### config.mk
export PLATFORM = sky130hd
export DESIGN_NAME = axi4_lite_responder
export DESIGN_NICKNAME = d
export VERILOG_FILES = /design/src/rtl/axi4_lite_responder.sv
export SDC_FILE = /design/constraint.sdc
export NUM_CORES = 1
export LEC_CHECK = 0
export CAP_MARGIN = 25
export CORE_MARGIN = 2
export CORE_UTILIZATION = 39
export DETAILED_ROUTE_END_ITERATION = 7
export PLACE_DENSITY = 0.81
export SETUP_SLACK_MARGIN = 0.05
export SYNTH_ARGS = -nofsm -noshare
export SYNTH_HDL_FRONTEND = slang
export SYNTH_SLANG_ARGS = --single-unit
export TNS_END_PERCENT = 20
### constraint.sdc
create_clock -name clk -period 2.52 [get_ports clk]
set_input_delay 0.504 -clock clk [delete_from_list [all_inputs] [get_ports clk]]
set_output_delay 0.504 -clock clk [all_outputs]
set_load 0.03 [all_outputs]
### src/rtl/axi4_lite_responder.sv
// Terminating AXI4-Lite slave: accepts every transaction, discards write data and returns a
// fixed response, with saturating counts of completed write and read transactions.
module axi4_lite_responder #(
  parameter int unsigned DW        = 32,
  parameter int unsigned AW        = 32,
  parameter logic [1:0]  RESP      = 2'b00,
  parameter logic [31:0] READ_DATA = 32'hDEAD_BEEF,
  parameter bit          ECHO_ADDR = 1'b0
) (
  input  logic            clk,
  input  logic            reset,
  input  logic [AW-1:0]   S_AXI_AWADDR,
  input  logic            S_AXI_AWVALID,
  output logic            S_AXI_AWREADY,
  input  logic [DW-1:0]   S_AXI_WDATA,
  input  logic [DW/8-1:0] S_AXI_WSTRB,
  input  logic            S_AXI_WVALID,
  output logic            S_AXI_WREADY,
  output logic [1:0]      S_AXI_BRESP,
  output logic            S_AXI_BVALID,
  input  logic            S_AXI_BREADY,
  input  logic [AW-1:0]   S_AXI_ARADDR,
  input  logic            S_AXI_ARVALID,
  output logic            S_AXI_ARREADY,
  output logic [DW-1:0]   S_AXI_RDATA,
  output logic [1:0]      S_AXI_RRESP,
  output logic            S_AXI_RVALID,
  input  logic            S_AXI_RREADY,
  output logic [31:0]     wr_count,
  output logic [31:0]     rd_count
);

  localparam int unsigned PatW  = (DW > 32) ? DW : 32;
  localparam int unsigned AddrW = (DW > AW) ? DW : AW;

  typedef enum logic {WCollect, WResp} w_state_e;
  typedef enum logic {RIdle, RData} r_state_e;

  w_state_e        w_state_q, w_state_d;
  r_state_e        r_state_q, r_state_d;
  logic            aw_held_q, aw_held_d;
  logic            w_held_q, w_held_d;
  logic [DW-1:0]   rdata_q, rdata_d;
  logic [31:0]     wr_count_q, wr_count_d;
  logic [31:0]     rd_count_q, rd_count_d;
  logic [PatW-1:0] pat_ext;
  logic [AddrW-1:0] addr_ext;
  logic            unused_inputs;

  // Write address and data are accepted but never used.
  assign unused_inputs = ^{S_AXI_AWADDR, S_AXI_WDATA, S_AXI_WSTRB};

  assign pat_ext  = PatW'(READ_DATA);
  assign addr_ext = AddrW'(S_AXI_ARADDR);

  assign S_AXI_BRESP = RESP;
  assign S_AXI_RRESP = RESP;
  assign S_AXI_RDATA = rdata_q;
  assign wr_count    = wr_count_q;
  assign rd_count    = rd_count_q;

  // Write path: AW and W collected independently; response once both are held.
  always_comb begin
    w_state_d     = w_state_q;
    aw_held_d     = aw_held_q;
    w_held_d      = w_held_q;
    wr_count_d    = wr_count_q;
    S_AXI_AWREADY = 1'b0;
    S_AXI_WREADY  = 1'b0;
    S_AXI_BVALID  = 1'b0;
    case (w_state_q)
      WCollect: begin
        S_AXI_AWREADY = !reset && !aw_held_q;
        S_AXI_WREADY  = !reset && !w_held_q;
        aw_held_d     = aw_held_q | (S_AXI_AWREADY & S_AXI_AWVALID);
        w_held_d      = w_held_q | (S_AXI_WREADY & S_AXI_WVALID);
        if (aw_held_d && w_held_d) w_state_d = WResp;
      end
      WResp: begin
        S_AXI_BVALID = !reset;
        if (S_AXI_BVALID && S_AXI_BREADY) begin
          w_state_d = WCollect;
          aw_held_d = 1'b0;
          w_held_d  = 1'b0;
          if (wr_count_q != '1) wr_count_d = wr_count_q + 32'd1;
        end
      end
    endcase
  end

  // Read path: one outstanding read, data held until RREADY.
  always_comb begin
    r_state_d     = r_state_q;
    rdata_d       = rdata_q;
    rd_count_d    = rd_count_q;
    S_AXI_ARREADY = 1'b0;
    S_AXI_RVALID  = 1'b0;
    case (r_state_q)
      RIdle: begin
        S_AXI_ARREADY = !reset;
        if (S_AXI_ARREADY && S_AXI_ARVALID) begin
          r_state_d = RData;
          rdata_d   = ECHO_ADDR ? addr_ext[DW-1:0] : pat_ext[DW-1:0];
        end
      end
      RData: begin
        S_AXI_RVALID = !reset;
        if (S_AXI_RVALID && S_AXI_RREADY) begin
          r_state_d = RIdle;
          if (rd_count_q != '1) rd_count_d = rd_count_q + 32'd1;
        end
      end
    endcase
  end

  always_ff @(posedge clk) begin
    if (reset) begin
      w_state_q  <= WCollect;
      aw_held_q  <= 1'b0;
      w_held_q   <= 1'b0;
      r_state_q  <= RIdle;
      rdata_q    <= '0;
      wr_count_q <= '0;
      rd_count_q <= '0;
    end else begin
      w_state_q  <= w_state_d;
      aw_held_q  <= aw_held_d;
      w_held_q   <= w_held_d;
      r_state_q  <= r_state_d;
      rdata_q    <= rdata_d;
      wr_count_q <= wr_count_d;
      rd_count_q <= rd_count_d;
    end
  end

endmodule

Word level (Yosys, flattened, before mapping)
Cells that the tools add are included.
- mux-type cells: 14
- equality and inequality tests: 3
- bitwise gates (word level): 6
- add/sub/neg operators: 2
- reduce and logical (&&, ||, !) cells: 12
- operator list (cell ; count):
    $add A32 B1 Y32 const B ; 2
    $ne A32 B32 Y1 const B ; 2
    $mux W1 ; 10
    $pmux W1 S2 ; 4
    $logic_and A1 B1 Y1 ; 6
    $reduce_and A3 Y1 ; 2
    $logic_not A1 Y1 ; 3
    $and A1 B1 Y1 ; 2
    $ne A2 B1 Y1 const B ; 1
    $not A1 Y1 ; 2
    $or A1 B1 Y1 ; 2
    $reduce_and A2 Y1 ; 1
- register bits: 69
- word-level logic and storage cells: 44
- output and inout bits: 105
- bits of input ports: 107

Depth between registers and ports, before layout
Gate-level depths: netlist (run 1).
- depth after elaboration: 7
- mapped depth: 8

Worst setup path after synthesis (run 1)
No wires, ideal clock.
- path kind: reg-to-reg
- start point: register wr_count_q[2] (netlist: wr_count[2])
- end point: register wr_count_q[31] (netlist: wr_count[31])
- setup time: 0.121 ns
- stages on the path, launching flop included: 7
- arrival time: 2.247 ns
- required time: 2.399 ns
- slack: 0.152 ns
- cell sequence: dfxtp_1 -> nand4_2 -> or4_4 -> nor4_4 -> buf_6 -> nor4_2 -> mux2_4
- word-level cells in the longest chain between the ends: 2
- elaborated cells between the ends (all ways): 3
- those cells by class: 1 x add/sub; 1 x eq/ne; 1 x reduce/logical
- ends and longest elaborated chain (item ; RTL line ; source):
    start: declaration ; 44 ; logic [31:0] wr_count_q, wr_count_d;
    start signal: assignment ; 131 ; wr_count_q <= wr_count_d;
    parallel branches: the longest is 2 deep, another holds $add A32 B1 Y32 ; -- ;
Parallel ways; which one is timed is not known.
A chain may end at the register's enable or synchronous reset.

Worst setup path in the final report (run 1)
- start point: register wr_count_q[6] (netlist: wr_count[6])
- end point: register wr_count_q[31] (netlist: wr_count[31])
Same word-level chain as after synthesis.

==> results of run 1 <==
==> power breakdown <==
group	leakage (nW)	switching [W]	internal, W
Clock	0.0964	0.000420	0.000482
Sequential	0.558	0.0000174	0.00110
Combinational	1.02	0.000160	0.0000945
Total	1.68	0.000597	0.00168
==> area by class of cell <==
cell class	count	area (um^2)	share of cell area, %
clock buffers	12	145	2.85
clock inverters	4	47.5	0.934
inverters	8	30.0	0.590
multi-input cells	333	2110	41.4
flip-flops and latches	69	1380	27.2
well taps	133	166	3.27
repair buffers	127	1210	23.7
==> timing repair <==
item / in CTS / in global routing
endpoints found under the setup margin: 0 / 28
hold buffers: 0 / 0
gates resized for setup: 0 / 4
==> worst reg2reg max path, delay by kind of cell (launching register included) <==
kind          cells  cell delay [ps]
buf+inv           1              220
simple gates      4             1290
flops             1              470
mux               1              310
==> kinds of logic (layout without fill, tap and decap cells) <==
group	Yosys count	in the layout	synth area share [%]
AND/OR/NAND/NOR	196	196	30.6
AO/OA/AOI/OAI	110	110	18.9
flip-flops	69	69	36.1
buffers and inverters	60	151	9.98
multiplexers	9	9	2.81
XOR/XNOR	4	4	0.916
adder cells (fa/ha/maj)	2	2	0.654
other	1	12	0.0980
==> layout by cell type (no fill, tap or decap), drive strengths merged, types with 12 or more instances in the layout <==
master,synthesis,final
nand3,22,22
or4,16,16
nor2,25,25
dfxtp,69,69
a21oi,41,41
or3,23,23
conb,1,12
o31ai,17,17
nand2,34,34
buf,41,29
clkbuf,11,12
nand4,17,17
o21ai,21,21
clkdlybuf4s50,0,98
nor4,13,13
==> worst max path at each step <==
stage,from,to,slack (ps),cells past startpoint
after floorplan,wr_count[2],wr_count[31],150,6
after global placement,S_AXI_RREADY,rd_count[28],50,7
after detailed placement,S_AXI_RREADY,rd_count[28],30,7
after CTS,S_AXI_RDATA[0],S_AXI_RDATA[13],60,1
after global routing,rd_count[9],rd_count[7],60,7
final,wr_count[6],wr_count[31],140,6
==> layer usage <==
layer	wire length, um	GRT usage [%]	vias to the layer above
li1	-	-	1860
met1	4310	23.6	1812
met2	4900	32.5	123
met3	823	8.14	14
met4	149	5.36	0
met5	0	0	-
==> state kept, by name, summed over array words and instances, names as in the netlist <==
name         cells
r_state_q        1
w_state_q        1
rd_count        32
wr_count        32
w_held_q         1
aw_held_q        1
S_AXI_RDATA      1
==> through the flow <==
step / worst slack (ps) / total power [W]
2_1_floorplan: 152 / 0.00134
4_1_cts: 57.4 / 0.00230
6_report: 141 / 0.00227
3_3_place_gp: 46.6 / 0.00139
3_5_place_dp: 27.0 / 0.00140
5_1_grt: 55.3 / 0.00236
==> impl_metrics.json, run 1 <==
{
  "cap_violations": 0,
  "grt.overflow.total": 0,
  "crit_family": "simple AND/OR/NAND/NOR gates",
  "hp-class": "register to register",
  "crit_slowest_cell": "or4_4",
  "via_per_inst": 5.55,
  "final.setup.tns_ps": 0,
  "portBuffers": 99,
  "synth_cell_types": 57,
  "final.period_utilization_pct": 94.4,
  "fp.dieH_um": 103,
  "numCtsBuffers": 9,
  "n_antenna_cell": 0,
  "drtPass1Iterations": 4,
  "area_growth_pct": 33.1,
  "grt_usage_pct": 19.6,
  "layout.cells.non_filler": 686,
  "holdPathStages": 2,
  "finalSetupViolCount": 0,
  "ir_drop_mv": 0.248,
  "synth_top_cell_by_area": "dfxtp_1",
  "cts_setup_buffers": 0,
  "slowest_delay_ps": 600,
  "drt_iter0_drc": 151,
  "min_from": "rd_count[15]",
  "cp.required_ps": 2750,
  "crit_arrival_ps": 2610,
  "place.gp.congestion": 0.860,
  "cts_tree": "yes",
  "p_leak_nw": 1.68,
  "end_kind": "register",
  "synth.area.top_cells": "dfxtp_1 (36%), buf_4 (6.9%), a21oi_1 (5.4%)",
  "r2r_start": "wr_count[6]",
  "r2r_slack_ps": 140,
  "fin_crit_ps": 2380,
  "drcViolationCount": 0,
  "antenna_left": 0,
  "seq_area_frac_synth_pct": 36.1,
  "synth_common_cells": "dfxtp_1 (69), a21oi_1 (41), buf_4 (35)",
  "slew_violations": 0,
  "synth_ff_type": "dfxtp_1",
  "die_w_um": 103,
  "fin_nets": 657,
  "start_util_pct": 39.7,
  "reg2regPathDepth": 6,
  "insertion_delay_ps": 340,
  "syn_avg_cell_area_um2": 8.48,
  "cts_root_buf": "clkbuf_8",
  "synth_most_common_cell": "dfxtp_1",
  "drt_wl_total_um": 10200,
  "drive_gt1_share_pct": 12.5,
  "utilization_pct": 52.8,
  "fp-row-count": 36,
  "worst-path-buf-inv": 1,
  "yosys_register_bits": 69,
  "start_kind": "register",
  "synth_edf_count": 0,
  "netlist_instances": 451,
  "clockBufferDepth": 2,
  "fin_hold_ws_ps": 507,
  "grt_max_degree": 32,
  "status": "complete, no violations",
  "first_global_vias": 3483,
  "hold_end": "rd_count[15]",
  "finalHoldViolations": 0,
  "r2r_end": "wr_count[31]",
  "max_slew.worst_pin.slew_ps": 792,
  "worst_clock_skew_ps": 9.11,
  "ioPinCount": 212,
  "final_area_um2": 5090,
  "vias": 3809,
  "fillers": 924,
  "grt_pass1_wl_um": 16500,
  "crit_path_cell_trace": "nand4_1 -> or4_4 -> nor4_4 -> buf_12 -> nor4_2 -> mux2_4",
  "max_freq_mhz": 420,
  "crit_fanout": 31,
  "yosysWarningCount": 0,
  "cts_sinks": 69,
  "avgRoutedWirePerCell_um": 14.8,
  "rsz0062_at_grt": "no",
  "syn_area_um2": 3820,
  "powerDensity_nw_per_um2": 446,
  "relSlewSlack_pct": 46.8,
  "dpl_cell_area_um2": 4890,
  "crit_type": "register to register",
  "clkTransAtPathRegs_ps": 70,
  "antenna_found_initial": 0,
  "htree_levels": 3,
  "dp_hpwl_um": 7370,
  "dp_cells": 670,
  "coreArea_um2": 9640,
  "synthArstFlopShare_pct": 0,
  "dieArea_um2": 10600,
  "synth_top_area_share_pct": 36.1
}
Power figures use the tool's default switching activity.
==> run 2, diff against run 1 <==
--- a/config.mk
+++ b/config.mk
@@ -5,7 +5,6 @@
 export SDC_FILE = /design/constraint.sdc
 export NUM_CORES = 1
 export LEC_CHECK = 0
-export CAP_MARGIN = 25
 export CORE_MARGIN = 2
 export CORE_UTILIZATION = 39
 export DETAILED_ROUTE_END_ITERATION = 7
==> results of run 2 <==
Same layout as run 1: the final DEF is identical, and so are final timing and power.
==> run 3, diff against run 2 <==
--- a/config.mk
+++ b/config.mk
@@ -10,6 +10,7 @@
 export DETAILED_ROUTE_END_ITERATION = 7
 export PLACE_DENSITY = 0.81
 export SETUP_SLACK_MARGIN = 0.05
+export SLEW_MARGIN = 20
 export SYNTH_ARGS = -nofsm -noshare
 export SYNTH_HDL_FRONTEND = slang
 export SYNTH_SLANG_ARGS = --single-unit
==> results of run 3 <==
Same layout as run 1: the final DEF is identical, and so are final timing and power.
